**src/rtl/backoff_slot_ctl.sv**
```systemverilog
// Random backoff controller: draws a slot count from a masked LFSR or override value,
// then waits an IFS period and counts idle slots down to a one-cycle completion pulse.
module backoff_slot_ctl #(
  parameter logic [15:0] LFSR_SEED  = 16'hACE1,
  parameter int          CW_EXP_CAP = 10
) (
  input  logic        clk,
  input  logic        rstn,
  input  logic        i_start,
  input  logic        i_abort,
  input  logic [3:0]  i_cw_exp,
  input  logic        i_ch_idle,
  input  logic [13:0] i_ifs_cycles,
  input  logic [9:0]  i_slot_cycles,
  input  logic        i_rand_ovr_en,
  input  logic [9:0]  i_rand_ovr_val,
  output logic        o_bo_done,
  output logic        o_bo_busy,
  output logic [9:0]  o_bo_slots,
  output logic [1:0]  o_bo_state
);

  typedef enum logic [1:0] {
    S_IDLE     = 2'd0,
    S_WAIT_IFS = 2'd1,
    S_COUNT    = 2'd2,
    S_DONE     = 2'd3
  } state_t;

  localparam logic [3:0] CAP_EXP = 4'(CW_EXP_CAP);

  state_t      r_state, w_state_nxt;
  logic [15:0] r_lfsr;
  logic [13:0] r_ifs_cnt, w_ifs_cnt_nxt;
  logic [9:0]  r_slot_cnt, w_slot_cnt_nxt;
  logic [9:0]  r_slots, w_slots_nxt;

  logic [3:0]  w_exp;
  logic [9:0]  w_mask;
  logic [9:0]  w_draw;
  logic [13:0] w_ifs_last;
  logic [9:0]  w_slot_last;
  logic        w_lfsr_fb;

  assign w_exp       = (i_cw_exp > CAP_EXP) ? CAP_EXP : i_cw_exp;
  assign w_mask      = 10'((11'd1 << w_exp) - 11'd1);
  assign w_draw      = (i_rand_ovr_en ? i_rand_ovr_val : r_lfsr[9:0]) & w_mask;
  // A zero-length IFS or slot is treated as one cycle long.
  assign w_ifs_last  = (i_ifs_cycles == '0)  ? '0 : i_ifs_cycles - 14'd1;
  assign w_slot_last = (i_slot_cycles == '0) ? '0 : i_slot_cycles - 10'd1;
  assign w_lfsr_fb   = r_lfsr[0] ^ r_lfsr[2] ^ r_lfsr[3] ^ r_lfsr[5];

  always_comb begin
    // NOTE: every next-state signal gets a default first so no path can infer a latch.
    w_state_nxt    = r_state;
    w_ifs_cnt_nxt  = r_ifs_cnt;
    w_slot_cnt_nxt = r_slot_cnt;
    w_slots_nxt    = r_slots;

    case (r_state)
      S_IDLE: begin
        if (i_start) begin
          w_slots_nxt   = w_draw;
          w_ifs_cnt_nxt = '0;
          w_state_nxt   = S_WAIT_IFS;
        end
      end
      S_WAIT_IFS: begin
        if (!i_ch_idle) begin
          w_ifs_cnt_nxt = '0;
        end else if (r_ifs_cnt >= w_ifs_last) begin
          w_ifs_cnt_nxt  = '0;
          w_slot_cnt_nxt = '0;
          w_state_nxt    = (r_slots == '0) ? S_DONE : S_COUNT;
        end else begin
          w_ifs_cnt_nxt = r_ifs_cnt + 14'd1;
        end
      end
      S_COUNT: begin
        if (!i_ch_idle) begin
          // Busy medium discards the partial slot and demands a fresh IFS.
          w_ifs_cnt_nxt  = '0;
          w_slot_cnt_nxt = '0;
          w_state_nxt    = S_WAIT_IFS;
        end else if (r_slot_cnt >= w_slot_last) begin
          w_slot_cnt_nxt = '0;
          if (r_slots != '0) w_slots_nxt = r_slots - 10'd1;
          if (r_slots <= 10'd1) w_state_nxt = S_DONE;
        end else begin
          w_slot_cnt_nxt = r_slot_cnt + 10'd1;
        end
      end
      S_DONE: w_state_nxt = S_IDLE;
      default: w_state_nxt = S_IDLE;
    endcase

    // Abort overrides everything above but leaves the slot count visible.
    if (i_abort) begin
      w_state_nxt    = S_IDLE;
      w_ifs_cnt_nxt  = '0;
      w_slot_cnt_nxt = '0;
      w_slots_nxt    = r_slots;
    end
  end

  always_ff @(posedge clk) begin
    // NOTE: sequential state uses non-blocking assignments so every register samples pre-edge values.
    if (!rstn) begin
      r_state    <= S_IDLE;
      r_lfsr     <= LFSR_SEED;
      r_ifs_cnt  <= '0;
      r_slot_cnt <= '0;
      r_slots    <= '0;
    end else begin
      r_state    <= w_state_nxt;
      r_lfsr     <= {w_lfsr_fb, r_lfsr[15:1]};
      r_ifs_cnt  <= w_ifs_cnt_nxt;
      r_slot_cnt <= w_slot_cnt_nxt;
      r_slots    <= w_slots_nxt;
    end
  end

  assign o_bo_done  = rstn && (r_state == S_DONE) && !i_abort;
  assign o_bo_busy  = (r_state != S_IDLE);
  assign o_bo_slots = r_slots;
  assign o_bo_state = r_state;

endmodule

```
**config.mk**
```make
export PLATFORM = sky130hd
export DESIGN_NAME = backoff_slot_ctl
export DESIGN_NICKNAME = d
export VERILOG_FILES = /design/src/rtl/backoff_slot_ctl.sv
export SDC_FILE = /design/constraint.sdc
export NUM_CORES = 1
export LEC_CHECK = 0
export BUFFER_PORTS_ARGS = -buffer_cell sky130_fd_sc_hd__buf_4
export CAP_MARGIN = 10
export CORE_MARGIN = 4
export CORE_UTILIZATION = 30
export CTS_CLUSTER_SIZE = 25
export DETAILED_ROUTE_END_ITERATION = 6
export GPL_ROUTABILITY_DRIVEN = 0
export MAX_ROUTING_LAYER = met4
export PLACE_DENSITY = 0.55
export SETUP_SLACK_MARGIN = 0.5
export SKIP_LAST_GASP = 1
export SLEW_MARGIN = 15
export SYNTH_ARGS = -nofsm -noshare
export SYNTH_HDL_FRONTEND = slang
export SYNTH_SLANG_ARGS = --single-unit
```
**constraint.sdc**
```tcl
create_clock -name clk -period 4.3 [get_ports clk]
set_clock_uncertainty 0.15 [all_clocks]
set_input_delay 1.075 -clock clk [delete_from_list [all_inputs] [get_ports clk]]
set_output_delay 1.075 -clock clk [all_outputs]
set_load 0.01 [all_outputs]
```
==> metrics, run 1 <==
Synth top area share=0.2785; fmax=257.2 MHz; Final Instance Count excl. Fillers=715; WS Path Type=in -> reg; vias in the first global route=3600; area growth from synthesis to layout=34.75%; drt first-iter violations=231; initial antenna violation count=0; Final Max Slew Viols=0; Post-Syn Area per Cell=7.901 µm²; Finish-stage setup viols=0; I/O pin count=58; Critical Path RT=4370 ps; async set-reset flop share out of synthesis=0; WL per Instance=14.10 µm; FF-to-FF Start=o_bo_slots[0]$_SDFFE_PN0P_; max incr delay on CP=480 ps; total grt overflow=0; Reg area=0.001041 mm²; Logic pwr share=0.191; R2R setup slack=1730 ps; post-DP HPWL=7.554 mm; H-tree depth=2; fill count=1240; PD cells=223.3 mW/mm²; post-synthesis mux area share=0.03817; row cnt=40; Post-synth top flop=dfxtp_1; initial cell density of the core=0.3086; maximum vdd drop=180.4 µV; Post-Synth Adder-Cell Area=0.1071; Clock power frac=0.357; Final min period=3888 ps; Net Sw Power=0.0003077 W; Synth Net Count=549; Clock Path Buffers=2; routed vias=3717; worst skew pair latency=290 ps; setup_tns=0 ps; Die X=119.6 µm; CP Launch Type=input pin; Yosys top cell by area=dfxtp_1; CTS tree=built; antenna cell count=0; DRC Markers=0; nets=622; die footprint=0.01431 mm²; post-synthesis compound-gate area fraction=0.1975; Routed Wire Length=10.09 mm; library cells used by synthesis=55; Synthesis Warnings=0; Reg2Reg Depth=8; sw frac=0.2736; most common cell in the netlist=dfxtp_1; area occupied by multi-input gates=0.002928 mm²; Synth top cells by count=dfxtp_1, nand2_1, nor2_1; DP Cell Count=689; Crit-path slowest cell=or3_4; number of max-cap violations=0; largest family of logic cells by synthesized area=simple AND/OR/NAND/NOR gates; fraction of final layout cells sized beyond drive strength 1=0.2724; Synth Area in XOR/XNOR=0.06562; Int Pwr=0.0008169 W; largest net degree at the start of global routing=25; clock root buffer=clkbuf_16; sequential area share after synthesis=0.2785; EDFF count, synth=0; Pleak=2.001 nW; Rel. slew slack=0.5437; Crit. End Element=register; simple-gate share of the synthesized area=0.2805; status=completed; Total GRT Usage=0.1403; FF+latch count, synth=52; CTS sink count=52; cts hold-fix bufs=0; Flop pwr share=0.452; synth top area cells=dfxtp_1, ha_1, nand2_1, xor2_1, nor2_1; Gate Count Post-Synth=473; ANT nets after route=0; Slew @ Worst Pin=684.4 ps; period utilization=0.9041; final hold vios=0; critical path peak fanout=8; Num CTS Buffers=5; Core Region=0.01211 mm²; die height=119.6 µm; RSZ-0062 raised after global routing=true; Via density=5.199; Cell Chain, Critical Path=buf_8, nor4_4, nor2b_4, nand2_2, or3_4, nand2_4, ha_4, a211oi_2, o21ai_1, o211ai_1, a31oi_4, buf_4, or4_1, a31oi_1; Worst Setup SP=i_ifs_cycles[7]; HP Class=reg -> reg; Syn Std Cell Area=0.003737 mm²; r2r endpoint=o_bo_slots[8]$_SDFFE_PN0P_; first-pass GRT wire length=16.69 mm; CP Data Arrival Time=3960 ps; Setup crit end=r_ifs_cnt[8]$_SDFFE_PP0P_; First-pass DRT Iterations=5; Clk pin slew, worst setup/hold paths=70 ps; Port-buffer cells=57
repair_timing:
action	CTS	global route
setup buffers	4	13
pin swaps	1	44
endpoints found under the setup margin	21	32
resized for setup	2	61
gates cloned	0	1
placed cells by master, fill, tap and decap left out, drive strengths merged, types with 6 or more instances in the layout:
| cell type | n |
|---|---|
| dfxtp | 52 |
| and3 | 6 |
| nor2b | 9 |
| nor4 | 8 |
| mux2i | 12 |
| nand3 | 22 |
| ha | 32 |
| xor2 | 18 |
| and2 | 13 |
| nor3 | 21 |
| nor2 | 41 |
| inv | 17 |
| buf | 80 |
| a31oi | 14 |
| nand2 | 51 |
| xnor2 | 10 |
| a21oi | 17 |
| o211ai | 12 |
| nand2b | 14 |
| or4 | 8 |
| o21ai | 28 |
| o22ai | 6 |
kinds of logic (layout without fill, tap and decap cells):
family                   count (synthesis)  after routing
AO/OA/AOI/OAI                          109            109
XOR/XNOR                                28             28
adder cells (fa/ha/maj)                 32             32
buffers and inverters                   31            104
flip-flops                              52             52
multiplexers                            14             14
AND/OR/NAND/NOR                        207            208
layout make-up:
type | instances | share of cell area
Multi-Input combinational cell | 391 | 0.5814
Sequential cell | 52 | 0.2067
Timing Repair Buffer | 80 | 0.1282
Tap cell | 168 | 0.04174
Clock buffer | 5 | 0.02484
Inverter | 16 | 0.01292
Clock inverter | 3 | 0.004224
worst max-delay path: cells and delay by family:
kind / cells / cell delay (ps)
AND/OR/NAND/NOR: 6 / 1620
adder cells (fa/ha/maj): 1 / 200
AO/OA/AOI/OAI: 5 / 770
buffers and inverters: 2 / 270
how the worst min path moves through the flow:
stage | from | end | slack (ps) | depth (start not counted)
2_1_floorplan | r_lfsr[11]$_SDFF_PN1_ | r_lfsr[10]$_SDFF_PN1_ | 240 | 1
3_3_place_gp | r_lfsr[11]$_SDFF_PN1_ | r_lfsr[10]$_SDFF_PN1_ | 240 | 1
3_5_place_dp | r_lfsr[12]$_SDFF_PN0_ | r_lfsr[11]$_SDFF_PN1_ | 240 | 1
4_1_cts | r_lfsr[12]$_SDFF_PN0_ | r_lfsr[11]$_SDFF_PN1_ | 260 | 1
5_1_grt | r_lfsr[11]$_SDFF_PN1_ | r_lfsr[10]$_SDFF_PN1_ | 280 | 1
6_report | r_lfsr[12]$_SDFF_PN0_ | r_lfsr[11]$_SDFF_PN1_ | 260 | 1
power groups by stage:
stage	logic [W]	registers [W]	clock network [W]
after CTS	0.000197	0.000508	0.000411
after floorplan	0.000115	0.000518	0
after global routing	0.000241	0.000510	0.000439
after global placement	0.000193	0.000519	0
final	0.000215	0.000508	0.000402
after detailed placement	0.000195	0.000519	0
registers in the layout, indices dropped and copies added (netlist names):
signal and cells:
o_bo_slots 10, r_ifs_cnt 14, r_slot_cnt 10, r_lfsr 16
o_bo_state 2
metrics by stage:
stage | total power (W) | hold slack [ps] | utilization | cell area, µm² | setup slack, ps
floorplan | 0.0006329 | 236.3 | - | 3890 | 502.2
global placement | 0.0007118 | 238.6 | 0.3710 | 4493 | 188.0
detailed placement | 0.0007141 | 241.4 | 0.3710 | 4493 | 124.3
CTS | 0.001116 | 258.7 | 0.3870 | 4687 | 481.3
global route | 0.001189 | 284.7 | 0.4158 | 5036 | 305.8
finish | 0.001125 | 257.7 | 0.4158 | 5036 | 412.4
metal layers:
metal | track usage | vias to the layer above | wire [µm]
li1 | - | 1884 | -
met1 | 0.1885 | 1760 | 4804
met2 | 0.2239 | 67 | 4740
met3 | 0.03016 | 6 | 483
met4 | 0.01861 | 0 | 57
met5 | - | - | 0
(Power assumes the default switching activity.)
==> inputs of run 2 (changes only) <==
--- a/config.mk
+++ b/config.mk
@@ -9,3 +9,3 @@
 export CAP_MARGIN = 10
-export CORE_MARGIN = 4
+export CORE_MARGIN = 2
 export CORE_UTILIZATION = 30
==> constraint.sdc (replaced) <==
create_clock -name clk -period 4.3 [get_ports clk]
set_clock_uncertainty 0.15 [all_clocks]
set_input_delay 0.215 -clock clk [delete_from_list [all_inputs] [get_ports clk]]
set_output_delay 0.215 -clock clk [all_outputs]
set_load 0.01 [all_outputs]
==> metrics, run 2 (synthesized netlist as in run 1, its figures left out) <==
vias in the first global route=3410; Num CTS Buffers=5; Routed Wire Length=9.049 mm; sw frac=0.2490; initial antenna violation count=0; DRC Markers=0; Cell Chain, Critical Path=buf_4, or4_1, nor2_1, nand4b_1, nand2_1, ha_1, a2111oi_1, o211ai_1, a21oi_1, nand3_1, o22ai_1; Total GRT Usage=0.1447; setup_tns=0 ps; drt first-iter violations=190; clock root buffer=clkbuf_16; area growth from synthesis to layout=20.56%; Final Max Slew Viols=0; Port-buffer cells=57; Reg area=0.001041 mm²; post-DP HPWL=7.145 mm; hold_sp=rstn; I/O pin count=58; Core Region=0.01206 mm²; Crit-path slowest cell=or4_1; max incr delay on CP=570 ps; period utilization=0.7912; CTS tree=built; Clock Path Buffers=2; critical path peak fanout=10; die footprint=0.01337 mm²; initial cell density of the core=0.3099; Final Instance Count excl. Fillers=692; CP Data Arrival Time=3470 ps; CP Launch Type=input pin; routed vias=3572; Net Sw Power=0.0002906 W; Largest register FFs=16; area occupied by multi-input gates=0.002581 mm²; Logic pwr share=0.157; PD cells=259.0 mW/mm²; First-pass DRT Iterations=5; largest net degree at the start of global routing=25; total grt overflow=0; Crit. End Element=register; most flop-heavy register=r_lfsr; antenna cell count=0; fraction of final layout cells sized beyond drive strength 1=0.1546; Critical Path RT=4370 ps; DP Cell Count=684; total placed instance area=0.004322 mm²; Largest regs=r_lfsr (16), r_ifs_cnt (14); cts hold-fix bufs=0; Reg2Reg Depth=6; worst skew pair latency=290 ps; fill count=1267; row cnt=40; ANT nets after route=0; first-pass GRT wire length=15.61 mm; final hold vios=0; Pleak=1.853 nW; commonest non-fill, non-tap cell in the layout=buf_4; Worst Hold Slack=74.77 ps; fmax=293.9 MHz; Hold Path Stages=2; maximum vdd drop=159.6 µV; Clk pin slew, worst setup/hold paths=70 ps; Clock power frac=0.407; Slew @ Worst Pin=704.9 ps; Die X=115.6 µm; Hold Path Sink=r_lfsr[7]$_SDFF_PN1_; r2r endpoint=r_slot_cnt[9]$_SDFFE_PP0P_; nets=599; R2R setup slack=1670 ps; delay-heaviest family, CP=compound AO/OA/AOI/OAI gates; most frequent cells in the layout=buf_4, dfxtp_1, nand2_1, nor2_1, ha_1; Via density=5.162; HP Class=in -> reg; Finish-stage setup viols=0; CTS sink count=52; Flop pwr share=0.435; FF-to-FF Start=r_slot_cnt[7]$_SDFFE_PP0P_; die height=115.6 µm; Final min period=3402 ps; post-CTS setup buffers=0; RSZ-0062 raised after global routing=false; worst path bufs/invs=1; WS Path Type=in -> reg; WL per Instance=13.08 µm; Rel. slew slack=0.5291; H-tree depth=2; number of max-cap violations=0; Int Pwr=0.0008765 W; cell area after layout=0.004506 mm²; status=completed
[run 2: cell types whose count changed in the layout (fill, tap and decap cells not counted), moves of 5 or more]
cell     previous run  this run
buf_4              71        58
buf_6               6         0
ha_1               27        32
ha_4                5         0
nand2_1            46        51
o21ai_0            15        27
o21ai_1             9         1
[run 2: how the worst max path moves through the flow]
| stage | start | to | cells after the start |
|---|---|---|---|
| 3_3_place_gp | i_ifs_cycles[0] | r_ifs_cnt[2]$_SDFFE_PP0P_ | 13 |
| 4_1_cts | i_ifs_cycles[0] | r_slot_cnt[7]$_SDFFE_PP0P_ | 14 |
| 3_5_place_dp | i_ifs_cycles[0] | r_slot_cnt[5]$_SDFFE_PP0P_ | 14 |
| 6_report | i_slot_cycles[7] | r_slot_cnt[9]$_SDFFE_PP0P_ | 11 |
| 5_1_grt | i_slot_cycles[7] | r_slot_cnt[9]$_SDFFE_PP0P_ | 11 |
| 2_1_floorplan | i_ifs_cycles[0] | r_ifs_cnt[6]$_SDFFE_PP0P_ | 13 |
[run 2: stage by stage]
step | utilization | setup slack, ps | power, W
2_1_floorplan | - | 959.0 | 0.0006271
3_3_place_gp | 0.3583 | 482.5 | 0.0006993
3_5_place_dp | 0.3583 | 369.1 | 0.0007032
4_1_cts | 0.3730 | 685.9 | 0.001177
5_1_grt | 0.3735 | 561.4 | 0.001217
6_report | 0.3735 | 898.0 | 0.001167
[run 2: power groups by stage]
stage / combinational, W / sequential, W / clock [W]
final: 0.000184 / 0.000508 / 0.000476
after global routing: 0.000207 / 0.000510 / 0.000500
after CTS: 0.000185 / 0.000508 / 0.000484
after detailed placement: 0.000184 / 0.000519 / 0
after global placement: 0.000181 / 0.000519 / 0
after floorplan: 0.000110 / 0.000518 / 0
[run 2: repair_timing]
| action | CTS | global route |
|---|---|---|
| resized for setup | 0 | 2 |
| endpoints found under the hold margin | 0 | 0 |
| endpoints found under the setup margin | 0 | 17 |
[run 2: metal layers]
metal	routed length [µm]	GRT usage	vias up
met5	0	-	-
met4	107	0.03413	0
met3	383	0.01569	10
met2	4165	0.2366	76
met1	4393	0.1926	1647
li1	-	-	1839
[run 2: final cells by class]
class,instances,share of cell area
Timing Repair Buffer,58,0.09664
Tap cell,168,0.04665
Clock buffer,6,0.03082
Multi-Input combinational cell,390,0.5729
Clock inverter,2,0.008609
Sequential cell,52,0.2310
Inverter,16,0.01333
